<file path="config.mk">
export PLATFORM = sky130hd
export DESIGN_NAME = serial_subtractor32_flat
export DESIGN_NICKNAME = d
export VERILOG_FILES = /design/src/rtl/serial_subtractor32_pkg.sv /design/src/rtl/serial_subtractor32_if.sv /design/src/rtl/serial_subtractor32_sub_slice.sv /design/src/rtl/serial_subtractor32.sv /design/src/flat_wrapper.sv
export SDC_FILE = /design/constraint.sdc
export NUM_CORES = 1
export LEC_CHECK = 0
export ABC_CLOCK_PERIOD_IN_PS = 4600
export CAP_MARGIN = 20
export CORE_MARGIN = 3
export CORE_UTILIZATION = 43
export DETAILED_ROUTE_END_ITERATION = 16
export MAX_ROUTING_LAYER = met4
export PLACE_DENSITY = 0.7
export SLEW_MARGIN = 40
export SYNTH_ARGS = -nofsm -noshare
export SYNTH_HDL_FRONTEND = slang
export SYNTH_SLANG_ARGS = --single-unit
</file>
<file path="constraint.sdc">
create_clock -name clk -period 4.6 [get_ports clk]
set_clock_uncertainty 0.1 [all_clocks]
set_input_delay 0.92 -clock clk [delete_from_list [all_inputs] [get_ports clk]]
set_output_delay 0.92 -clock clk [all_outputs]
set_load 0.01 [all_outputs]
</file>
<file path="src/rtl/serial_subtractor32_pkg.sv">
// Shared ALU datapath definitions: FSM states, default sizes and the counter-width helper.
// Optional build macro used by this block: SUBTRACTOR_OVERFLOW_EN.
package alu_pkg;

  typedef enum logic {
    IDLE = 1'b0,
    RUN  = 1'b1
  } state_t;

  localparam int DEF_WIDTH = 32;
  localparam int DEF_CHUNK = 8;

  // Slice counter width: clog2(n), never narrower than one bit.
  function automatic int cnt_width(input int n);
    return (n <= 2) ? 1 : $clog2(n);
  endfunction

endpackage

</file>
<file path="src/rtl/serial_subtractor32_if.sv">
// Request/response bundle for the serial subtractor.
// Optional build macro: SUBTRACTOR_OVERFLOW_EN adds the signed-overflow flag V.
interface serial_subtractor32_if #(parameter int WIDTH = alu_pkg::DEF_WIDTH);

  // Handshake: a request is taken on a rising edge where start=1 and ready=1;
  // start while ready=0 is dropped, not queued. valid is a one-cycle pulse
  // marking new D/Bout (and V), which then hold until the next accepted start.
  logic             start;
  logic [WIDTH-1:0] A;
  logic [WIDTH-1:0] B;
  logic             Bin;
  logic             ready;
  logic [WIDTH-1:0] D;
  logic             Bout;
  logic             valid;
`ifdef SUBTRACTOR_OVERFLOW_EN
  logic             V;

  modport master (output start, A, B, Bin, input ready, D, Bout, valid, V);
  modport slave  (input start, A, B, Bin, output ready, D, Bout, valid, V);
`else
  modport master (output start, A, B, Bin, input ready, D, Bout, valid);
  modport slave  (input start, A, B, Bin, output ready, D, Bout, valid);
`endif

endinterface

</file>
<file path="src/rtl/serial_subtractor32_sub_slice.sv">
// Combinational W-bit subtract with borrow: {bout, d} = a - b - bin.
module sub_slice #(
  parameter int W = alu_pkg::DEF_CHUNK
) (
  input  logic [W-1:0] a,
  input  logic [W-1:0] b,
  input  logic         bin,
  output logic [W-1:0] d,
  output logic         bout
);

  logic [W:0] diff;

  // A negative result wraps with the extra top bit set, which is the borrow.
  assign diff = {1'b0, a} - {1'b0, b} - {{W{1'b0}}, bin};
  assign d    = diff[W-1:0];
  assign bout = diff[W];

endmodule

</file>
<file path="src/rtl/serial_subtractor32.sv">
// Multi-cycle subtractor D = A - B - Bin, CHUNK bits per clock, LSB slice first.
// Optional build macro: SUBTRACTOR_OVERFLOW_EN adds the registered signed-overflow output V.
module serial_subtractor32
  import alu_pkg::*;
#(
  parameter int WIDTH = DEF_WIDTH,
  parameter int CHUNK = DEF_CHUNK
) (
  input  logic                 clk,
  input  logic                 rst_n,
  serial_subtractor32_if.slave bus,
  output state_t               dbg_state
);

  localparam int             N    = WIDTH / CHUNK;
  localparam int             CW   = cnt_width(N);
  localparam logic [CW-1:0]  LAST = CW'(N - 1);

  state_t           state, state_n;
  logic [CW-1:0]    cnt;
  logic [WIDTH-1:0] a_q, b_q, d_q;
  logic             borrow_q, bout_q, valid_q;
  logic             accept, last;

  logic [CHUNK-1:0] a_sl, b_sl, slice_d;
  logic             slice_bout;

  // One slice unit, steered to the current chunk by the counter.
  assign a_sl = a_q[int'(cnt)*CHUNK +: CHUNK];
  assign b_sl = b_q[int'(cnt)*CHUNK +: CHUNK];

  sub_slice #(.W(CHUNK)) u_slice (
    .a    (a_sl),
    .b    (b_sl),
    .bin  (borrow_q),
    .d    (slice_d),
    .bout (slice_bout)
  );

  always_comb begin
    state_n = state;
    accept  = 1'b0;
    last    = 1'b0;
    case (state)
      IDLE: begin
        if (bus.start) begin
          accept  = 1'b1;
          state_n = RUN;
        end
      end
      RUN: begin
        if (cnt == LAST) begin
          last    = 1'b1;
          state_n = IDLE;
        end
      end
      default: state_n = IDLE;
    endcase
  end

  always_ff @(posedge clk or negedge rst_n) begin
    if (!rst_n) begin
      state    <= IDLE;
      cnt      <= '0;
      a_q      <= '0;
      b_q      <= '0;
      borrow_q <= 1'b0;
      d_q      <= '0;
      bout_q   <= 1'b0;
      valid_q  <= 1'b0;
    end else begin
      state   <= state_n;
      valid_q <= last;
      if (accept) begin
        a_q      <= bus.A;
        b_q      <= bus.B;
        borrow_q <= bus.Bin;
        cnt      <= '0;
      end else if (state == RUN) begin
        d_q[int'(cnt)*CHUNK +: CHUNK] <= slice_d;
        borrow_q <= slice_bout;
        cnt      <= last ? '0 : cnt + 1'b1;
        if (last) bout_q <= slice_bout;
      end
    end
  end

`ifdef SUBTRACTOR_OVERFLOW_EN
  logic v_q;

  // Overflow only when operand signs differ and the result sign leaves A's.
  always_ff @(posedge clk or negedge rst_n) begin
    if (!rst_n) begin
      v_q <= 1'b0;
    end else if (last) begin
      v_q <= (a_q[WIDTH-1] != b_q[WIDTH-1]) && (slice_d[CHUNK-1] != a_q[WIDTH-1]);
    end
  end

  assign bus.V = v_q;
`endif

  assign bus.ready = (state == IDLE);
  assign bus.valid = valid_q;
  assign bus.D     = d_q;
  assign bus.Bout  = bout_q;
  assign dbg_state = state;

endmodule

</file>
<file path="src/flat_wrapper.sv">
// flat-port wrapper written by rule: the top's interface ports become plain ports
module serial_subtractor32_flat import alu_pkg::*;
#(
  parameter int WIDTH = DEF_WIDTH,
  parameter int CHUNK = DEF_CHUNK
)
  (clk, rst_n, dbg_state, bus_start, bus_A, bus_B, bus_Bin, bus_ready, bus_D, bus_Bout, bus_valid);
  serial_subtractor32_if #(.WIDTH(WIDTH)) bus_i ();
  input  logic clk;
  input  logic rst_n;
  output state_t dbg_state;
  input wire logic [$bits(bus_i.start)-1:0] bus_start;
  input wire logic [$bits(bus_i.A)-1:0] bus_A;
  input wire logic [$bits(bus_i.B)-1:0] bus_B;
  input wire logic [$bits(bus_i.Bin)-1:0] bus_Bin;
  output wire logic [$bits(bus_i.ready)-1:0] bus_ready;
  output wire logic [$bits(bus_i.D)-1:0] bus_D;
  output wire logic [$bits(bus_i.Bout)-1:0] bus_Bout;
  output wire logic [$bits(bus_i.valid)-1:0] bus_valid;
  assign bus_i.start = bus_start;
  assign bus_i.A = bus_A;
  assign bus_i.B = bus_B;
  assign bus_i.Bin = bus_Bin;
  assign bus_ready = bus_i.ready;
  assign bus_D = bus_i.D;
  assign bus_Bout = bus_i.Bout;
  assign bus_valid = bus_i.valid;
  serial_subtractor32 #(.WIDTH(WIDTH), .CHUNK(CHUNK)) u_core (.clk(clk), .rst_n(rst_n), .bus(bus_i), .dbg_state(dbg_state));
endmodule
</file>
# Word level (Yosys, flattened, before mapping)
# Index checks and enable logic that the tools add are counted.
# totals
register_bits,102
latchBits,0
ramBits,0
romBits,0
in_bits,68
output_inout_bits,36
elab_cells,34
n_memories,0
# classes
addsub,4
mul,0
div,0
magnitude_cmp,0
eq_ne,1
shifts,4
muxes,12
bitwise,2
reduce_logical,3
# ops
cell,count
$shiftx A32 B6 Y8,2
$neg A5 Y33,1
$shift A8 B33 Y32 const A,1
$shiftx A8 B33 Y32,1
$bwmux W32,1
$sub A8 B8 Y9,1
$sub A9 B1 Y9,1
$mux W1,7
$mux W2,3
$reduce_and A3 Y1,1
$add A2 B1 Y2 const B,1
$eq A2 B2 Y1 const B,1
$not A1 Y1,2
$pmux W1 S2,1
$reduce_and A2 Y1,1
$reduce_bool A2 Y1,1

# Logic depth before layout (Yosys ltp)
# logic_depth
word_depth,6
depth_mapped,12
mapped_depth_nobuf,10

# By module
# A second synthesis with hierarchy kept.
# hier_totals
hier_cells,368
hier_area_um2,5011.1
# modules_own_cells
module,n_inst,cells_per_inst,area_per_inst_um2,seq_area_each_um2
serial_subtractor32,1,292,4456.8,2552.4
sub_slice,1,76,554.3,0.0

# Worst setup path before layout
# Ideal clock, no wire load.
# synth_timing
kind,register to register
from,reg u_core.cnt[0]
to,"reg u_core.bout_q, in the netlist u_core.bus.Bout"
setup_time_ns,0.137
t_arrival_ns,3.082
t_required_ns,4.363
slack_ns,1.282
path_stages_with_launch,11
n_path_buf,1
synth_period_minus_slack_ns,3.318
path_cell_list,dfrtp_1 > buf_1 > mux4_2 > ha_1 > inv_1 > ha_1 > o21ai_0 > a211oi_1 > a2111oi_0 > xnor2_1 > o21ai_0
# synth_between
elab_chain_len,4
elab_cells_between_ends,8
classes_between,add/sub (2); eq/ne (1); shift (2); mux (2); reduce/logical (1)
# synth_lines
element,line_no,text
from (decl),serial_subtractor32.sv:20,logic [CW-1:0] cnt;
from (signal assigned),serial_subtractor32.sv:82,cnt <= last ? '0 : cnt + 1'b1;
"parallel branches: the longest is 4 deep, another holds $sub A8 B8 Y9",n/a,
to (signal assigned),serial_subtractor32.sv:83,if (last) bout_q <= slice_bout;
to (decl),serial_subtractor32.sv:22,"logic borrow_q, bout_q, valid_q;"
# Several ways; the timed one is not identified.
# A chain may end at the register's enable or synchronous reset.

# Worst setup path after layout
# Same ends and word-level chain as after synthesis.

==> summary.md <==
* status: completed
* fraction of the yosys area taken by sequential cells: 0.548
* Worst EP required: 4.72 ns
* clock transition at the register clock pins on the worst setup and hold paths after CTS: 0.09 ns
* Worst-Skew Late Latency: 0.35 ns
* final core area utilization: 0.580
* hold violation total from the final report: 0
* placed insts: 570
* grt peak-use layer: met2
* die span in x: 110 µm
* nets in the synthesized netlist: 426
* Synthesis Warnings: 0
* maximum number of pins on one net before global-route repair: 83
* Setup crit start: u_core.cnt[0]$_DFFE_PN0P_
* kind of end point of the critical path: register
* capturing element of the worst setup path: u_core.bus.Bout$_DFFE_PN0P_
* Worst Hold Slack: 0.387 ns
* First DRT Iteration DRCs: 108
* met3 global-route usage: 0.0454
* buffers inserted by post-CTS timing repair: 0
* post-placement cell area: 5870 µm²
* Final Routed Wirelength: 9880 µm
* number of diodes: 0
* TritonCTS clock tree: built
* number of optimization iterations in the first detailed-route pass: 4
* Worst Path Arrival: 3.89 ns
* CTS Root Cell: sky130_fd_sc_hd__clkbuf_8
* start of the worst register-to-register path: u_core.cnt[0]$_DFFE_PN0P_
* pre-CTS setup slack: 0.806 ns
* number of fill cells in the layout: 878
* combined global-route utilization of all metal layers: 0.177
* Setup CP Type: reg2reg
* Post-Synthesis Cells: 339
* Boundary Pins: 104
* Die Height: 110 µm
* number of endpoints failing setup at the final stage: 0
* Final TNS setup: 0 ns
* transition time at the pin with the least slew margin: 0.791 ns
* HPWL reported at the end of detailed placement: 7530 µm
* maximum count of clock buffers along a single path: 2
* # hold bufs at CTS: 0
* PortBufs: 103
* Hold WC Path Type: reg2reg
* Mean Syn Cell Area: 13.7 µm²
* fmax: 265 MHz
* Pins Over Slew Limit: 0
* fraction of layout instances using a drive strength above 1: 0.238
* flip-flop and latch count after synthesis: 102
* Placer Congestion: 0.796
* cell leakage power: 2.58 nW
* total clock buffers created by CTS: 9
* PwrDens: 877 nW/µm²
* fin crit share: 0.820
* area of the multi-input gates: 1990 µm²
* global-route track usage on met1: 0.226
* end of the worst register-to-register path: u_core.bus.Bout$_DFFE_PN0P_
* largest fanout of any net on the critical path: 12
* overall power: 5.29 mW
* flip-flop and latch area: 2550 µm²
* Final nets: 532
* minimum setup slack in the final design: 0.830 ns
* vias in the first global route: 3181
* max-cap violation count: 0
* initial cell density of the core: 0.447
* antenna violations before repair: 0
* area growth from synthesis to layout: 29.7%
* cell depth of the worst flop-to-flop path: 12
* count of placed standard cells in the final layout, fillers left out: 586
* Routed Antenna Nets: 0
* most frequent cells in the layout: sky130_fd_sc_hd__clkdlybuf4s50_1, sky130_fd_sc_hd__dfrtp_1, sky130_fd_sc_hd__mux2_2
* overflow left after global routing: 0
* met2 Use GR: 0.286
* number of gates given a new drive strength after cts: 0
* Yosys cell types: 33
* CTS sink count: 102
* Max-slew headroom: 0.468
* via count normalized by instance count: 5.26
* Finished Cell Area: 6040 µm²
* routed via count: 3083
* count of H-tree levels built during CTS: 3
* routed wire length per instance: 16.9 µm
* setup repair after global routing missed its margin: false
* sort of element at the start of the critical path: register
* IR drop worst, VDD: 0.000550 V
* Core ar.: 10400 µm²
* min cycle time layout: 3.77 ns
* combined area of all synthesized cells: 4660 µm²
* Rows: 37
* die area: 12100 µm²
* first-pass GRT wire length: 15900 µm
* R2R Setup Slk: 0.83 ns
* DRC violations left: 0
-- state kept, by name, summed over array words and instances, names as in the netlist --
signal and cells:
u_core.a_q 32, u_core.b_q 32, u_core.bus.D 32, u_core.cnt 2, u_core.borrow_q 1, u_core.bus.Bout 1, u_core.bus.valid 1, u_core.dbg_state 1
-- cell usage after synthesis, drive strengths merged --
cell | instances | share of area
nand3b | 1 | 0.0016
nand2 | 20 | 0.016
inv | 25 | 0.020
buf | 4 | 0.0035
mux4 | 16 | 0.077
xnor2 | 5 | 0.0094
a22o | 20 | 0.038
nand2b | 3 | 0.0040
and3 | 1 | 0.0013
dfrtp | 102 | 0.55
a311oi | 1 | 0.0019
nor4b | 1 | 0.0019
a21bo | 1 | 0.0022
a211oi | 2 | 0.0032
mux2 | 64 | 0.15
nor2b | 2 | 0.0027
a211o | 2 | 0.0038
o32ai | 1 | 0.0019
o21ai | 18 | 0.019
xor2 | 1 | 0.0019
clkbuf | 9 | 0.0073
nor3 | 1 | 0.0011
ha | 17 | 0.046
fa | 2 | 0.0086
nor2 | 6 | 0.0048
a21oi | 6 | 0.0073
or4 | 1 | 0.0016
a2111oi | 1 | 0.0019
nor4 | 3 | 0.0040
nand4 | 2 | 0.0027
or4b | 1 | 0.0022
-- worst min path at each step --
stage,depth (start not counted),slack [ns],endpoint,start
after global placement,2,0.37,u_core.bus.D[17]$_DFFE_PN0P_,u_core.bus.D[17]$_DFFE_PN0P_
after floorplan,1,0.38,u_core.a_q[16]$_DFFE_PN0P_,u_core.a_q[16]$_DFFE_PN0P_
after global routing,1,0.42,u_core.bus.D[10]$_DFFE_PN0P_,u_core.bus.D[10]$_DFFE_PN0P_
final,2,0.39,u_core.bus.D[0]$_DFFE_PN0P_,u_core.bus.D[0]$_DFFE_PN0P_
after CTS,2,0.39,u_core.bus.D[0]$_DFFE_PN0P_,u_core.bus.D[0]$_DFFE_PN0P_
after detailed placement,2,0.37,u_core.bus.D[0]$_DFFE_PN0P_,u_core.bus.D[0]$_DFFE_PN0P_
-- per-layer routing --
layer	wire length [µm]	up-vias
met2	4780	91
met1	4330	1545
met4	157	0
met3	603	11
met5	0	-
li1	-	1436
-- cell families (layout without fill, tap and decap cells) --
| family | count (synthesis) | count (layout) | share of synthesized area |
|---|---|---|---|
| AOI/OAI and AO/OA | 52 | 52 | 0.0790 |
| xor gates and xnor gates | 6 | 6 | 0.0113 |
| adders and majority gates | 19 | 19 | 0.0543 |
| buffers and inverters | 38 | 149 | 0.0309 |
| DFF | 102 | 102 | 0.548 |
| muxes | 80 | 80 | 0.232 |
| and+or+nand+nor | 42 | 42 | 0.0441 |
-- cell type report --
cell class                      count  share of cell area
Sequential cell                   102               0.423
Multi-Input combinational cell    199               0.329
Timing Repair Buffer              108               0.177
Tap cell                          136              0.0282
Clock buffer                       12              0.0240
Inverter                           25              0.0155
Clock inverter                      4             0.00373
-- power by group --
group          internal [mW]  switching (mW)  leakage [nW]
sequential              1.30           0.276          1.27
clock                  0.210           0.288        0.0861
combinational           1.51            1.71          1.22
total                   3.02            2.27          2.58
-- worst max-delay path, stage by stage (launching register included) --
cell	delay, ns
sky130_fd_sc_hd__dfrtp_1	0.81
sky130_fd_sc_hd__buf_4	0.28
sky130_fd_sc_hd__buf_4	0.20
sky130_fd_sc_hd__mux4_2	0.51
sky130_fd_sc_hd__inv_1	0.07
sky130_fd_sc_hd__ha_1	0.13
sky130_fd_sc_hd__inv_1	0.04
sky130_fd_sc_hd__ha_1	0.32
sky130_fd_sc_hd__a21bo_2	0.24
sky130_fd_sc_hd__a211oi_1	0.08
sky130_fd_sc_hd__a2111oi_0	0.52
sky130_fd_sc_hd__xnor2_1	0.21
sky130_fd_sc_hd__o21ai_0	0.11
Power figures use the tool's default switching activity.
==> edit, RTL diff (config.mk and constraints unchanged) <==
The package constant `DEF_CHUNK` goes from 8 to 7.
--- a/src/rtl/serial_subtractor32_pkg.sv
+++ b/src/rtl/serial_subtractor32_pkg.sv
@@ -8,7 +8,7 @@
   } state_t;
 
   localparam int DEF_WIDTH = 32;
-  localparam int DEF_CHUNK = 8;
+  localparam int DEF_CHUNK = 7;
 
   // Slice counter width: clog2(n), never narrower than one bit.
   function automatic int cnt_width(input int n);
Function: changed (a bounded check fails within 4 cycles, from zero or initial values and one cycle with rst_n low).
==> edit against the unedited design <==
Cell area decreased by 3.8%. Die area fell by 3.8%. Utilization up 0.39 points. Sequential cell count fell by 8. Highest routed layer unchanged. Area after synthesis decreased by 4.1%. Routed wire length fell by 4.6%. Worst setup slack better by 0.15 ns.
Power is left out: the tool's default activity adds up to more than one toggle a clock period on the data nets, which glitch-free logic cannot reach.
==> edit: results (changes against the unedited design) <==
| Metric | Value |
|---|---|
| Routed met2 length | 4607 um (-3.7%) |
| R2R cell count | 7 (-5) |
| Detailed Route WL | 9427 um (-4.6%) |
| Layout Nets | 521 (-2.1%) |
| Final hold slack | 0.3969 ns (+0.01034 ns) |
| Met3 wire length | 542 um (-10%) |
| First-pass GRT wire length | 15680 um (-1.3%) |
| Mean Syn Cell Area | 13.14 um^2 (-4.3%) |
| Largest net degree at the start of global routing | 72 (-13%) |
| Routed len/inst | 16.45 um (-2.4%) |
| Multiplexer share of the synthesized area | 21.34% (-1.9 points) |
| Synth Area in Compound Gates | 10.14% (+2.2 points) |
| DR vias/cell | 5.234 (-0.52%) |
| Adder-cell share of the synthesized area | 5.378% (-0.050 points) |
| GRT Total Usage | 18.09% (+0.37 points) |
| CP peak stage delay | 0.69 ns (-0.12 ns) |
| Fill cell count | 797 (-9.2%) |
| Drt first-iter violations | 79 (-27%) |
| Post-Layout Inst Area | 0.005811 mm^2 (-3.8%) |
| Arr. time, crit path | 3.78 ns (-0.11 ns) |
| Most common library cells after synthesis | 94 x dfrtp_1, 56 x mux2_2, 25 x inv_1, 21 x nand2_1, 20 x a22o_1 |
| Area contributors post-synth | dfrtp_1 53%, mux2_2 14%, mux4_2 6.6%, ha_1 4.5%, a22o_1 3.9% |
| Metal1 wirelength | 4113 um (-5.1%) |
| RR Endpoint | u_core.bus.D[6] |
| Max FO, Critical Path | 9 (-3) |
| Worst Hold End | u_core.bus.D[27] |
| Vias in the first global route | 3194 (+0.41%) |
| Post-Synth XOR/XNOR Area | 0.5882% (-0.54 points) |
| Yosys cell types | 46 (+39%) |
| Post-Place Worst Slack | 0.9676 ns (+0.1612 ns) |
| Status | finished clean |
## edit: layout make-up
type	instances	share of cell area [%]
flip-flops and latches	94	40.48
clock inverters	5	1.809
well taps	133	2.864
repair buffers	100	17.03
inverters	25	1.615
multi-input cells	205	33.59
clock buffers	11	2.606
## edit: worst max-delay path: cells and delay by family (launching register included)
kind            cells  cell delay [ns]
flops               1             0.69
compound gates      2             0.86
mux                 1             0.60
fa+ha+maj           2             0.87
simple gates        2             0.41
## edit: routing by layer
metal	up-vias	track usage, %
met2	84	29.31
li1	1430	-
met3	14	4.859
met5	-	-
met4	0	6.041
met1	1471	22.08
## edit: worst max path at each step
stage                       start          endpoint  slack, ns
floorplan           u_core.cnt[0]  u_core.bus.D[13]       1.05
global placement    u_core.cnt[0]   u_core.borrow_q       1.09
detailed placement  u_core.cnt[0]   u_core.bus.D[6]       0.97
CTS                 u_core.cnt[0]   u_core.bus.D[6]       0.95
global route        u_core.cnt[0]   u_core.borrow_q       0.66
finish              u_core.cnt[0]   u_core.bus.D[6]       0.98
